### src/rtl/fmap_bram_reader.sv
// Streams a row-major 8-bit feature map out of 256-bit display BRAM words as
// an AXI-Stream pixel flow, with one 2-cycle read bubble per word.
module fmap_bram_reader #(
  parameter int PIX_W     = 24,
  parameter int PIX_H     = 24,
  parameter int BASE_ADDR = 0
) (
  input  logic         clk,
  input  logic         rst_n,
  input  logic         start,
  output logic [11:0]  bram_addr,
  output logic         bram_re,
  input  logic [255:0] bram_rdata,
  output logic [7:0]   m_tdata,
  output logic         m_tvalid,
  input  logic         m_tready,
  output logic         m_tlast,
  output logic         m_tuser,
  output logic         busy,
  output logic         frame_done
);

  localparam int NPIX        = PIX_W * PIX_H;
  localparam int TOTAL_WORDS = (NPIX + 31) / 32;
  localparam int PIX_CW      = $clog2(NPIX + 1);
  localparam int WORD_CW     = $clog2(TOTAL_WORDS + 1);
  localparam int COL_CW      = $clog2(PIX_W + 1);

  localparam logic [1:0] S_IDLE   = 2'd0;
  localparam logic [1:0] S_READ   = 2'd1;
  localparam logic [1:0] S_WAIT   = 2'd2;
  localparam logic [1:0] S_STREAM = 2'd3;

  logic [1:0]         state;
  logic [WORD_CW-1:0] word_cnt;
  logic [PIX_CW-1:0]  pix_cnt;
  logic [COL_CW-1:0]  col_cnt;
  logic [4:0]         byte_idx;
  logic [255:0]       word_p1;
  logic               hs;
  logic               last_pix;
  logic               last_col;
  logic [11:0]        next_addr;

  assign hs        = (state == S_STREAM) && m_tready;
  assign last_pix  = (pix_cnt == PIX_CW'(NPIX - 1));
  assign last_col  = (col_cnt == COL_CW'(PIX_W - 1));
  assign next_addr = 12'(BASE_ADDR) + 12'(word_cnt) + 12'd1;

  always_ff @(posedge clk or negedge rst_n) begin
    if (!rst_n) begin
      state      <= S_IDLE;
      word_cnt   <= '0;
      pix_cnt    <= '0;
      col_cnt    <= '0;
      byte_idx   <= '0;
      bram_addr  <= '0;
      bram_re    <= 1'b0;
      frame_done <= 1'b0;
    end else begin
      bram_re    <= 1'b0;
      frame_done <= 1'b0;
      case (state)
        S_IDLE: begin
          if (start) begin
            state     <= S_READ;
            word_cnt  <= '0;
            pix_cnt   <= '0;
            col_cnt   <= '0;
            byte_idx  <= '0;
            bram_re   <= 1'b1;
            bram_addr <= 12'(BASE_ADDR);
          end
        end
        S_READ: state <= S_WAIT;
        S_WAIT: begin
          byte_idx <= '0;
          state    <= S_STREAM;
        end
        S_STREAM: begin
          if (hs) begin
            pix_cnt  <= pix_cnt + PIX_CW'(1);
            byte_idx <= byte_idx + 5'd1;
            col_cnt  <= last_col ? '0 : col_cnt + COL_CW'(1);
            // The final pixel wins over the word boundary so padding lanes are never shown
            if (last_pix) begin
              state      <= S_IDLE;
              frame_done <= 1'b1;
            end else if (byte_idx == 5'd31) begin
              word_cnt  <= word_cnt + WORD_CW'(1);
              bram_re   <= 1'b1;
              bram_addr <= next_addr;
              state     <= S_READ;
            end
          end
        end
        default: state <= S_IDLE;
      endcase
    end
  end

  // BRAM word capture, one cycle after the read strobe
  always_ff @(posedge clk) begin
    if (state == S_WAIT) word_p1 <= bram_rdata;
  end

  assign m_tvalid = (state == S_STREAM);
  assign m_tdata  = m_tvalid ? word_p1[{byte_idx, 3'b000} +: 8] : 8'd0;
  assign m_tlast  = m_tvalid && last_col;
  assign m_tuser  = m_tvalid && (pix_cnt == '0);
  assign busy     = (state != S_IDLE);

endmodule

### config.mk
export PLATFORM = sky130hd
export DESIGN_NAME = fmap_bram_reader
export DESIGN_NICKNAME = d
export VERILOG_FILES = /design/src/rtl/fmap_bram_reader.sv
export SDC_FILE = /design/constraint.sdc
export NUM_CORES = 1
export LEC_CHECK = 0
export CORE_UTILIZATION = 35
export DETAILED_ROUTE_END_ITERATION = 7
export PLACE_DENSITY_LB_ADDON = 0.1
export SYNTH_ARGS = -nofsm -noshare
export SYNTH_HDL_FRONTEND = slang
export SYNTH_SLANG_ARGS = --single-unit
### constraint.sdc
create_clock -name clk -period 16.57 [get_ports clk]
set_clock_uncertainty 0.15 [all_clocks]
set_input_delay 4.971 -clock clk [delete_from_list [all_inputs] [get_ports clk]]
set_output_delay 4.971 -clock clk [all_outputs]
set_load 0.02 [all_outputs]
After elaboration in Yosys (flattened, before gate mapping)
Cells that the tools add are included.

cells by class
  add/subtract/negate cells = 5
  equal/unequal tests = 11
  shift operators = 1
  muxes and demuxes = 32
  reduce and logical (&&, ||, !) cells = 12

operators by type and width
  cell                                                                      number
  256-bit by 9-bit indexed part select with 8-bit output                    1
  12-bit 2-to-1 mux                                                         4
  5-bit 2-to-1 mux                                                          7
  12-bit case mux with 2 select lines                                       1
  10-bit 2-to-1 mux                                                         2
  10-bit case mux with 2 select lines                                       1
  5-bit case mux with 2 select lines                                        2
  5-bit by 1-bit adder with 5-bit output (second input constant)            3
  5-bit case mux with 3 select lines                                        1
  10-bit by 1-bit adder with 10-bit output (second input constant)          1
  10-bit == test (second input constant)                                    1
  5-bit == test (second input constant)                                     2
  10-bit logical NOT                                                        1
  3-bit AND reduction                                                       3
  2-bit 2-to-1 mux                                                          4
  8-bit 2-to-1 mux                                                          1
  2-bit case mux with 4 select lines                                        1
  1-bit 2-to-1 mux                                                          7
  5-bit by 1-bit adder with 6-bit output (second input constant)            1
  5-bit AND reduction                                                       1
  2-bit == test (second input constant)                                     2
  2-bit by 1-bit inequality test with 1-bit output (second input constant)  2
  2-bit inequality test (second input constant)                             2
  2-bit nonzero test                                                        2
  6 further kinds                                                           8

word-level totals
  bits in registers = 297
  bits of input ports = 260
  output and inout port bits = 26
  word-level logic and storage cells = 70

Logic depth before layout (Yosys ltp)
Gate-level depths: netlist of run 1.

  depth in word-level cells = 5
  mapped depth = 8
  gate-level depth less buffers = 7

Least setup slack after synthesis of run 1
Ideal clock, no wire load.

  path kind = register to register
  start point = register state[0]
  end point = register word_p1[0], enable pin
  arrival time = 6.407 ns
  required time = 15.769 ns
  path slack = 9.363 ns
  stages on the path, launching flop included = 3
  period minus slack after synthesis = 7.207 ns
  cells stage by stage = dfrtp_1 inv_1 ha_1

on the way
  word-level cells in the longest chain between the ends = 1

ends and longest elaborated chain
  item                      RTL line  text
  start: declaration        34        logic [1:0] state;
  start signal: assignment  52        state <= S_IDLE;
  start signal: assignment  66        state <= S_READ;
  start signal: assignment  75        S_READ: state <= S_WAIT;
  2-bit == test             104       if (state == S_WAIT) word_p1 <= bram_rdata;
  end signal: assignment    104
  end: declaration          39        logic [255:0] word_p1;

Every way passes these cells.
A chain may end at the register's enable or synchronous reset.

Worst setup path in the final report of run 1
  start point = register byte_idx[0]
  end point = output m_tdata[5]

on the way
  word-level cells in the longest chain between the ends = 2

ends and longest elaborated chain
  item                                                    RTL line  text
  start: declaration                                      38        logic [4:0] byte_idx;
  start signal: assignment                                83        byte_idx <= byte_idx + 5'd1;
  256-bit by 9-bit indexed part select with 8-bit output  108       assign m_tdata = m_tvalid ? word_p1[{byte_idx, 3'b000} +: 8] : 8'd0;
  8-bit 2-to-1 mux                                        108
  end: declaration                                        14        output logic [7:0] m_tdata,

Every way passes these cells.

==> results.toml, run 1 <==
[outcome]
result_of_the_run = "completed"

[logic_synthesis]
primary_ff_master_synth = "edfxtp_1"
ys_seq_area_share_pct = 73.50
synth_async_sr_flop_share_pct = 10.49
yosysUniqueCellTypes = 44
synth.cell_area_um2 = 11480
syn_inst = 587
count_of_flip_flops_with_a_built_in_enable_after_synthesis = 256
ys_seq_elements = 286
synth.avg_cell_area_um2 = 19.56
yosysWarnings = 0

[grt]
grt_usage_pct = 16.98
grt_pass1_vias = 7136
grt_pass1_wl_um = 42130
antenna_violations_before_repair = 4
residual_overflow_from_global_routing = 0
largest_net_degree_at_the_start_of_global_routing = 212

[clock_network]
clock_insertion_delay_worst_skew_ns = 0.57
cts.repair.resized = 0
htree_num_levels = 1
clock_tree.buffer_depth = 3
cts.clk_slew.worst_paths_ns = 0.06
cts.hold.buffers_added = 0
clock-root-buffer = "clkbuf_16"
post_cts_buffers = 0
cts-buffers-inserted = 31
clock-sinks = 286
tritoncts = "yes"

[worst_setup_path]
timing.critical_path.from = "byte_idx[0]"
required_ns = 11.45
max_stage_delay_ns = 0.81
worst_path_max_delay_cell = "dfrtp_4"
worst_r2r_startpoint = "byte_idx[0]"
reg2reg_setup_slack_ns = 12.89
worst_setup_path_start_kind = "flip-flop"
crit_chain = "buf_4 > mux4_2 > mux2_2 > o221ai_1 > a31oi_1 > clkdlybuf4s50_1"
cp-end-kind = "output pin"
timing.critical_path.max_delay_family = "buffers and inverters"
critical_path_endpoint = "m_tdata[5]"
worst_r2r_endpoint = "bram_addr[5]"
worst_r2r_path_depth = 8
cp_num_buf_inv = 2
critical_path_peak_fanout = 40
critical_path_depth = 6
timing.setup.critical_path_class = "flip-flop to output pin"
critical_path_arrival_ns = 3.94

[hold_path]
hold_path_startpoint = "bram_addr[5]"
hold_class = "flip-flop to flip-flop"

[route]
wl_met3_um = 2414
routedLengthMet1_um = 11640
routed_wl_um = 28440
routed-via-count = 6515
top_layer = "met5"
drt_pass1_iterations = 5
antenna_left = 0
routed_wire_length_per_instance_um = 21.30
drc = 0
viasPerCell = 4.880
first_iter_violations = 355
met2RoutedLength_um = 13840

[sta]
fin_ws_ns = 7.507
rsz0062_at_grt = "false"
final.setup.tns_ns = 0
maximum_operating_frequency_mhz = 110.3
finalHoldViolations = 0
report.final.setup_viol = 0
slew-limit-headroom_pct = 11.40
timing_worst_slew_pin_value_ns = 1.329
period_minus_slack_ns = 9.063
final_min_period_over_clock_period_pct = 54.69
timing_max_transition_violations_final = 0

[placement]
input_output_buffers = 279
post_dp_cell_area_um2 = 14720
dpl_worst_slack_ns = 7.943
dpl.hpwl_um = 19810
place.gp.congestion = 0.7723

[pwr]
ir_worst_vdd_mv = 0.1191
power.net_switching_uw = 694.9
design_power_total_mw = 2.467
power_share_of_the_combinational_group_pct = 25.5
p_int_mw = 1.772
power_density_nw_per_um2 = 157.3
share_seq_of_total_power_pct = 48.1
leakage_nw = 5.208
power.clock.fraction_pct = 26.4
p_sw_share_pct = 28.16

[flow_run]
maxCapViolations = 0

[floorplanning]
die_x_um = 183.1
die_height_um = 183.1
num_rows = 65
initial_core_utilization_pct = 36.01
ios = 286
die_area_um2 = 33530
core_area_um2 = 31880

[cells_and_area]
commonest_cells_after_routing_fill_and_taps_aside = "279 x clkdlybuf4s50_1, 256 x edfxtp_1, 64 x mux4_2"
fillers = 2696
layout-drive-gt1-share_pct = 16.15
postLayoutCellArea_um2 = 15690
syn2layout_area_growth_pct = 36.65
most_common_cell_after_layout_fill_and_taps_aside = "clkdlybuf4s50_1"
finish.net_count = 1144
## routing by layer
layer	vias up	track usage, %
met5	-	0
met3	36	5.302
li1	2964	-
met1	3269	21.32
met4	2	3.833
met2	244	28.71
## stage by stage
step	utilization (%)	cells	hold slack, ns
after global routing	49.20	1333	0.3987
after detailed placement	46.17	1276	0.3685
after global placement	46.17	1276	0.3434
final	49.21	1335	0.3676
after CTS	49.20	1333	0.3778
after floorplan	-	592	0.3249
## cell type report
class,count,area [um^2],share of cell area [%]
Inverter,12,45.04,0.2871
Tap cell,435,544.3,3.469
Clock buffer,37,798.3,5.088
Multi-Input combinational cell,260,2848,18.15
Clock inverter,20,166.4,1.061
Antenna cell,2,5.005,0.03190
Sequential cell,286,8447,53.84
Timing Repair Buffer,283,2835,18.07
## Yosys cell counts, drive strengths merged (10+ instances only)
master    n  area, um^2
edfxtp  256        7687
mux4     64        1441
dfrtp    30       750.7
buf      22       136.4
mux2     22       247.7
nand2    17       63.81
nand3    13       65.06
clkbuf   12       45.04
inv      12       45.04
a21oi    11       55.05
nor2     11       41.29
o21ai    11       55.05
a31oi    10       62.56
ha       10       125.1
## cells by family after synthesis
kind of cell,after synthesis,synth area share (%)
other cells,1,0.03266
compound gates,63,3.694
simple gates,84,4.098
mux,92,15.24
xor+xnor,5,0.3815
fa+ha+maj,10,1.090
buf+inv,46,1.972
flops,286,73.50
## flip-flops by register name, indices dropped and copies added, names as in the netlist
name	count
bram_addr	2
bram_re	1
byte_idx	5
col_cnt	5
frame_done	1
pix_cnt	10
state	2
word_cnt	4
word_p1	256
## worst reg2reg max path, stage by stage, from the launching register on
cell     delay (ns)
dfrtp_4        0.81
buf_4          0.74
ha_1           0.33
and3_1         0.17
ha_1           0.15
inv_1          0.09
a31o_2         0.26
o21ai_0        0.48
mux2_2         0.39
## power by group through the flow
stage / Combinational, mW / Clock, mW / Sequential, mW
floorplan: 0.452 / 0 / 1.21
global placement: 0.623 / 0 / 1.19
detailed placement: 0.640 / 0 / 1.21
CTS: 0.643 / 0.671 / 1.19
global route: 0.684 / 0.694 / 1.21
finish: 0.629 / 0.652 / 1.19
## worst min path at each step
stage	to	slack, ns	cells after the start
4_1_cts	bram_addr[5]	0.38	1
5_1_grt	bram_addr[5]	0.40	1
6_report	bram_addr[5]	0.37	1
2_1_floorplan	col_cnt[1]	0.32	2
3_3_place_gp	col_cnt[1]	0.34	2
3_5_place_dp	bram_addr[5]	0.37	1
No activity file was read; power rests on OpenSTA's default activity.
==> run 2: changes to the inputs <==
Clock period 16.57 ns to 8.5 ns, I/O delays scaled along.
==> run 2 against run 1 <==
Effect of this change: sequential power grew 96%; critical path type unchanged; global-route usage up 0.32 points; cell area increased by 0.52%.
==> results.toml, run 2 (same netlist as run 1, synthesis figures left out) <==
[clock_network]
clock-sinks = 286
clock_tree.buffer_depth = 3
clock_insertion_delay_worst_skew_ns = 0.56
cts-buffers-inserted = 31
cts.clk_slew.worst_paths_ns = 0.06
clock-root-buffer = "clkbuf_16"
cts.hold.buffers_added = 0
post_cts_buffers = 0
tritoncts = "yes"
htree_num_levels = 1
cts.repair.resized = 0

[pwr]
leakage_nw = 5.257
ir_worst_vdd_mv = 0.1930
design_power_total_mw = 4.892
power_density_nw_per_um2 = 310.2

[sta]
final_min_period_over_clock_period_pct = 77.02
finalHoldViolations = 0
maximum_operating_frequency_mhz = 152.7
rsz0062_at_grt = "false"
final.setup.tns_ns = 0
report.final.setup_viol = 0
period_minus_slack_ns = 6.547
slew-limit-headroom_pct = 21.60
whs_ns = 0.3728
timing_max_transition_violations_final = 0
fin_ws_ns = 1.953
timing_worst_slew_pin_value_ns = 1.176

[floorplanning]
num_rows = 65
die_x_um = 183.1
initial_core_utilization_pct = 36.01
core_area_um2 = 31880
die_area_um2 = 33530
die_height_um = 183.1
ios = 286

[hold_path]
hold_class = "flip-flop to flip-flop"
worst_hold_stages = 2
worst_hold_path.endpoint = "col_cnt[1]"
hold_path_startpoint = "col_cnt[1]"

[worst_setup_path]
timing.critical_path.max_delay_family = "buffers and inverters"
timing.setup.critical_path_class = "flip-flop to output pin"
required_ns = 5.80
worst_setup_path_start_kind = "flip-flop"
max_stage_delay_ns = 1.08
critical_path_arrival_ns = 3.85
worst_path_max_delay_cell = "dfrtp_4"
cp-end-kind = "output pin"
worst_r2r_startpoint = "state[0]"
critical_path_peak_fanout = 49
worst_r2r_path_depth = 4
crit_chain = "buf_4 > mux4_2 > a22oi_1 > a31oi_1 > clkdlybuf4s50_1"
cp_num_buf_inv = 2
reg2reg_setup_slack_ns = 5.32
worst_r2r_endpoint = "word_p1[67]"

[cells_and_area]
number_of_flip_flops_under_the_largest_register_name = 256
max_flop_register = "word_p1"
reg.largest.list = "word_p1 (256), pix_cnt (10)"
layout-drive-gt1-share_pct = 17.87
most_common_cell_after_layout_fill_and_taps_aside = "clkdlybuf4s50_1"
finish.net_count = 1146
syn2layout_area_growth_pct = 37.36
commonest_cells_after_routing_fill_and_taps_aside = "279 x clkdlybuf4s50_1, 256 x edfxtp_1, 64 x mux4_2"

[route]
drt_pass1_iterations = 5
routed-via-count = 6621
drc = 0
antenna_left = 0
routed_wl_um = 28770
routed_wire_length_per_instance_um = 21.52
first_iter_violations = 500
viasPerCell = 4.952

[grt]
residual_overflow_from_global_routing = 0
antenna_violations_before_repair = 6
grt_pass1_vias = 7233
grt_pass1_wl_um = 42970
grt_usage_pct = 17.30
largest_net_degree_at_the_start_of_global_routing = 95

[flow_run]
maxCapViolations = 0

[placement]
dpl.hpwl_um = 20080
input_output_buffers = 279
place.gp.congestion = 0.7596
dpl_worst_slack_ns = 2.429

[outcome]
result_of_the_run = "completed"
==> run 2: metal layers <==
layer	vias to the layer above	GRT usage (%)	part of all wire, %
li1	2973	-	-
met1	3309	21.67	40
met2	274	28.41	48
met3	57	6.096	9.2
met4	8	4.733	2.5
met5	-	0	0.17
==> run 2: power by group <==
group	switching (mW)	internal, mW	leakage (nW)	total (mW)
clock network	0.567	0.794	0.507	1.36
logic	0.598	0.600	1.92	1.20
registers	0.216	2.12	2.83	2.33
total	1.38	3.51	5.26	4.89
==> run 2: metrics by stage <==
step	cell area (um^2)	std cells	util (%)
floorplan	11500	592	-
global placement	14720	1278	46.18
detailed placement	14720	1278	46.18
CTS	15770	1336	49.46
global route	15770	1337	49.47
finish	15770	1337	49.47
==> run 2: how the worst max path moves through the flow <==
stage                      from    endpoint  slack (ns)  depth (start not counted)
floorplan              state[0]  word_p1[0]        1.29                          2
global placement    byte_idx[0]  m_tdata[6]        2.42                          5
detailed placement  byte_idx[0]  m_tdata[6]        2.43                          5
CTS                 byte_idx[0]  m_tdata[6]        1.81                          5
global route        byte_idx[0]  m_tdata[6]        1.67                          5
finish              byte_idx[0]  m_tdata[6]        1.95                          5
==> run 2: cell type report <==
cell class,instances,area (um^2)
clock buffer,31,775.7
inverter,12,45.04
antenna,1,2.502
timing repair buffer,285,2838
clock inverter,27,270.3
tap,435,544.3
multi-input combinational,260,2848
sequential,286,8447
fill,2673,16110
==> run 2: worst register-to-register path, cell delays in order, from the launching register on <==
cell,delay [ns]
dfrtp_1,0.40
inv_1,0.17
ha_4,0.49
buf_4,0.83
buf_4,0.74
==> run 3: changes to the inputs <==
Clock period 8.5 ns to 6.4 ns, I/O delays scaled along.
==> run 3 against run 2 <==
Effect of this change: clock power grew 35%; highest routed layer unchanged; largest cell class unchanged; critical path depth grew 1; cell area grew 0.26%; non-clock buffer count shrank 1.
==> results.toml, run 3 (same netlist as run 1, synthesis figures left out) <==
[clock_network]
cts.clk_slew.worst_paths_ns = 0.05
cts.hold.buffers_added = 0
post_cts_buffers = 0
clock_tree.buffer_depth = 3
clock-root-buffer = "clkbuf_16"
clock_insertion_delay_worst_skew_ns = 0.48
clock-sinks = 286
cts.repair.resized = 0
tritoncts = "yes"
htree_num_levels = 2
cts-buffers-inserted = 34

[hold_path]
hold_class = "flip-flop to flip-flop"
worst_hold_path.endpoint = "bram_addr[5]"
worst_hold_stages = 1
hold_path_startpoint = "bram_addr[5]"

[worst_setup_path]
reg2reg_setup_slack_ns = 3.29
worst_setup_path_start_kind = "flip-flop"
critical_path_peak_fanout = 46
cp-end-kind = "output pin"
timing.setup.critical_path_class = "flip-flop to output pin"
worst_r2r_endpoint = "bram_addr[5]"
worst_r2r_path_depth = 8
required_ns = 4.33
worst_r2r_startpoint = "byte_idx[0]"
critical_path_arrival_ns = 3.50

[cells_and_area]
commonest_cells_after_routing_fill_and_taps_aside = "279 x clkdlybuf4s50_1, 256 x edfxtp_1, 64 x mux4_2"
fin_cells = 1343
most_common_cell_after_layout_fill_and_taps_aside = "clkdlybuf4s50_1"
reg.largest.list = "word_p1 (256), pix_cnt (10)"
finish.net_count = 1148
postLayoutCellArea_um2 = 15810
syn2layout_area_growth_pct = 37.72
max_flop_register = "word_p1"
number_of_flip_flops_under_the_largest_register_name = 256
layout-drive-gt1-share_pct = 16.61

[route]
drc = 0
routed_wire_length_per_instance_um = 21.49
routed-via-count = 6632
drt_pass1_iterations = 4
routed_wl_um = 28860
viasPerCell = 4.938
antenna_left = 0
first_iter_violations = 477

[placement]
input_output_buffers = 279
dpl_worst_slack_ns = 1.258
dp_cells = 1277
dpl.hpwl_um = 20210
place.gp.congestion = 0.7682
post_dp_cell_area_um2 = 14740

[grt]
antenna_violations_before_repair = 9
grt_pass1_wl_um = 43170
grt_usage_pct = 17.51
largest_net_degree_at_the_start_of_global_routing = 175
grt_pass1_vias = 7232
residual_overflow_from_global_routing = 0

[sta]
period_minus_slack_ns = 5.570
slew-limit-headroom_pct = 26.27
whs_ns = 0.3675
timing_max_transition_violations_final = 0
fin_ws_ns = 0.8302
final.setup.tns_ns = 0
timing_worst_slew_pin_value_ns = 1.106
finalHoldViolations = 0
final_min_period_over_clock_period_pct = 87.03
maximum_operating_frequency_mhz = 179.5
report.final.setup_viol = 0
rsz0062_at_grt = "false"

[flow_run]
maxCapViolations = 0

[floorplanning]
ios = 286
die_x_um = 183.1
initial_core_utilization_pct = 36.01
die_height_um = 183.1
die_area_um2 = 33530
core_area_um2 = 31880
num_rows = 65

[pwr]
power_density_nw_per_um2 = 413.3
ir_worst_vdd_mv = 0.3280
leakage_nw = 5.276

[outcome]
result_of_the_run = "completed"
[run 3: worst max path at each step]
stage                      from          to  cells past startpoint
floorplan              state[0]  word_p1[0]                      2
global placement    byte_idx[0]  m_tdata[3]                      6
detailed placement  byte_idx[0]  m_tdata[3]                      6
CTS                 byte_idx[0]  m_tdata[3]                      6
global route        byte_idx[0]  m_tdata[3]                      6
finish              byte_idx[0]  m_tdata[3]                      6
[run 3: final cells by class]
| class | count | area (um^2) |
|---|---|---|
| clock inverter | 13 | 115.1 |
| sequential | 286 | 8447 |
| tap | 435 | 544.3 |
| timing repair buffer | 284 | 2855 |
| multi-input combinational | 260 | 2848 |
| clock buffer | 48 | 944.7 |
| inverter | 12 | 45.04 |
| antenna | 5 | 12.51 |
| fill | 2696 | 16070 |
[run 3: worst max-delay path, cell delays in order (launching register included)]
cell and delay (ns):
dfrtp_4 0.72, buf_12 0.39, mux4_2 0.56, mux2_2 0.28
o221ai_1 0.34, a31oi_1 0.09, clkdlybuf4s50_1 0.59
[run 3: power breakdown]
| part | total (mW) | switching (mW) | internal, mW | leakage [nW] |
|---|---|---|---|---|
| combinational | 1.65 | 0.847 | 0.805 | 1.92 |
| clock | 1.83 | 0.721 | 1.11 | 0.524 |
| sequential | 3.05 | 0.234 | 2.82 | 2.83 |
| total | 6.53 | 1.80 | 4.73 | 5.28 |
[run 3: stage by stage]
step | util (%) | power (mW)
finish | 49.60 | 6.534
global route | 49.57 | 6.863
CTS | 49.56 | 6.632
detailed placement | 46.23 | 4.780
global placement | 46.23 | 4.716
floorplan | - | 4.207
[run 3: metal layers]
metal / track usage (%) / vias to the layer above / part of all wire, %
met5: 0 / - / 0.13
met4: 4.800 / 6 / 2.2
met3: 6.195 / 46 / 9.1
met2: 28.70 / 269 / 48
met1: 21.96 / 3322 / 40
li1: - / 2989 / -
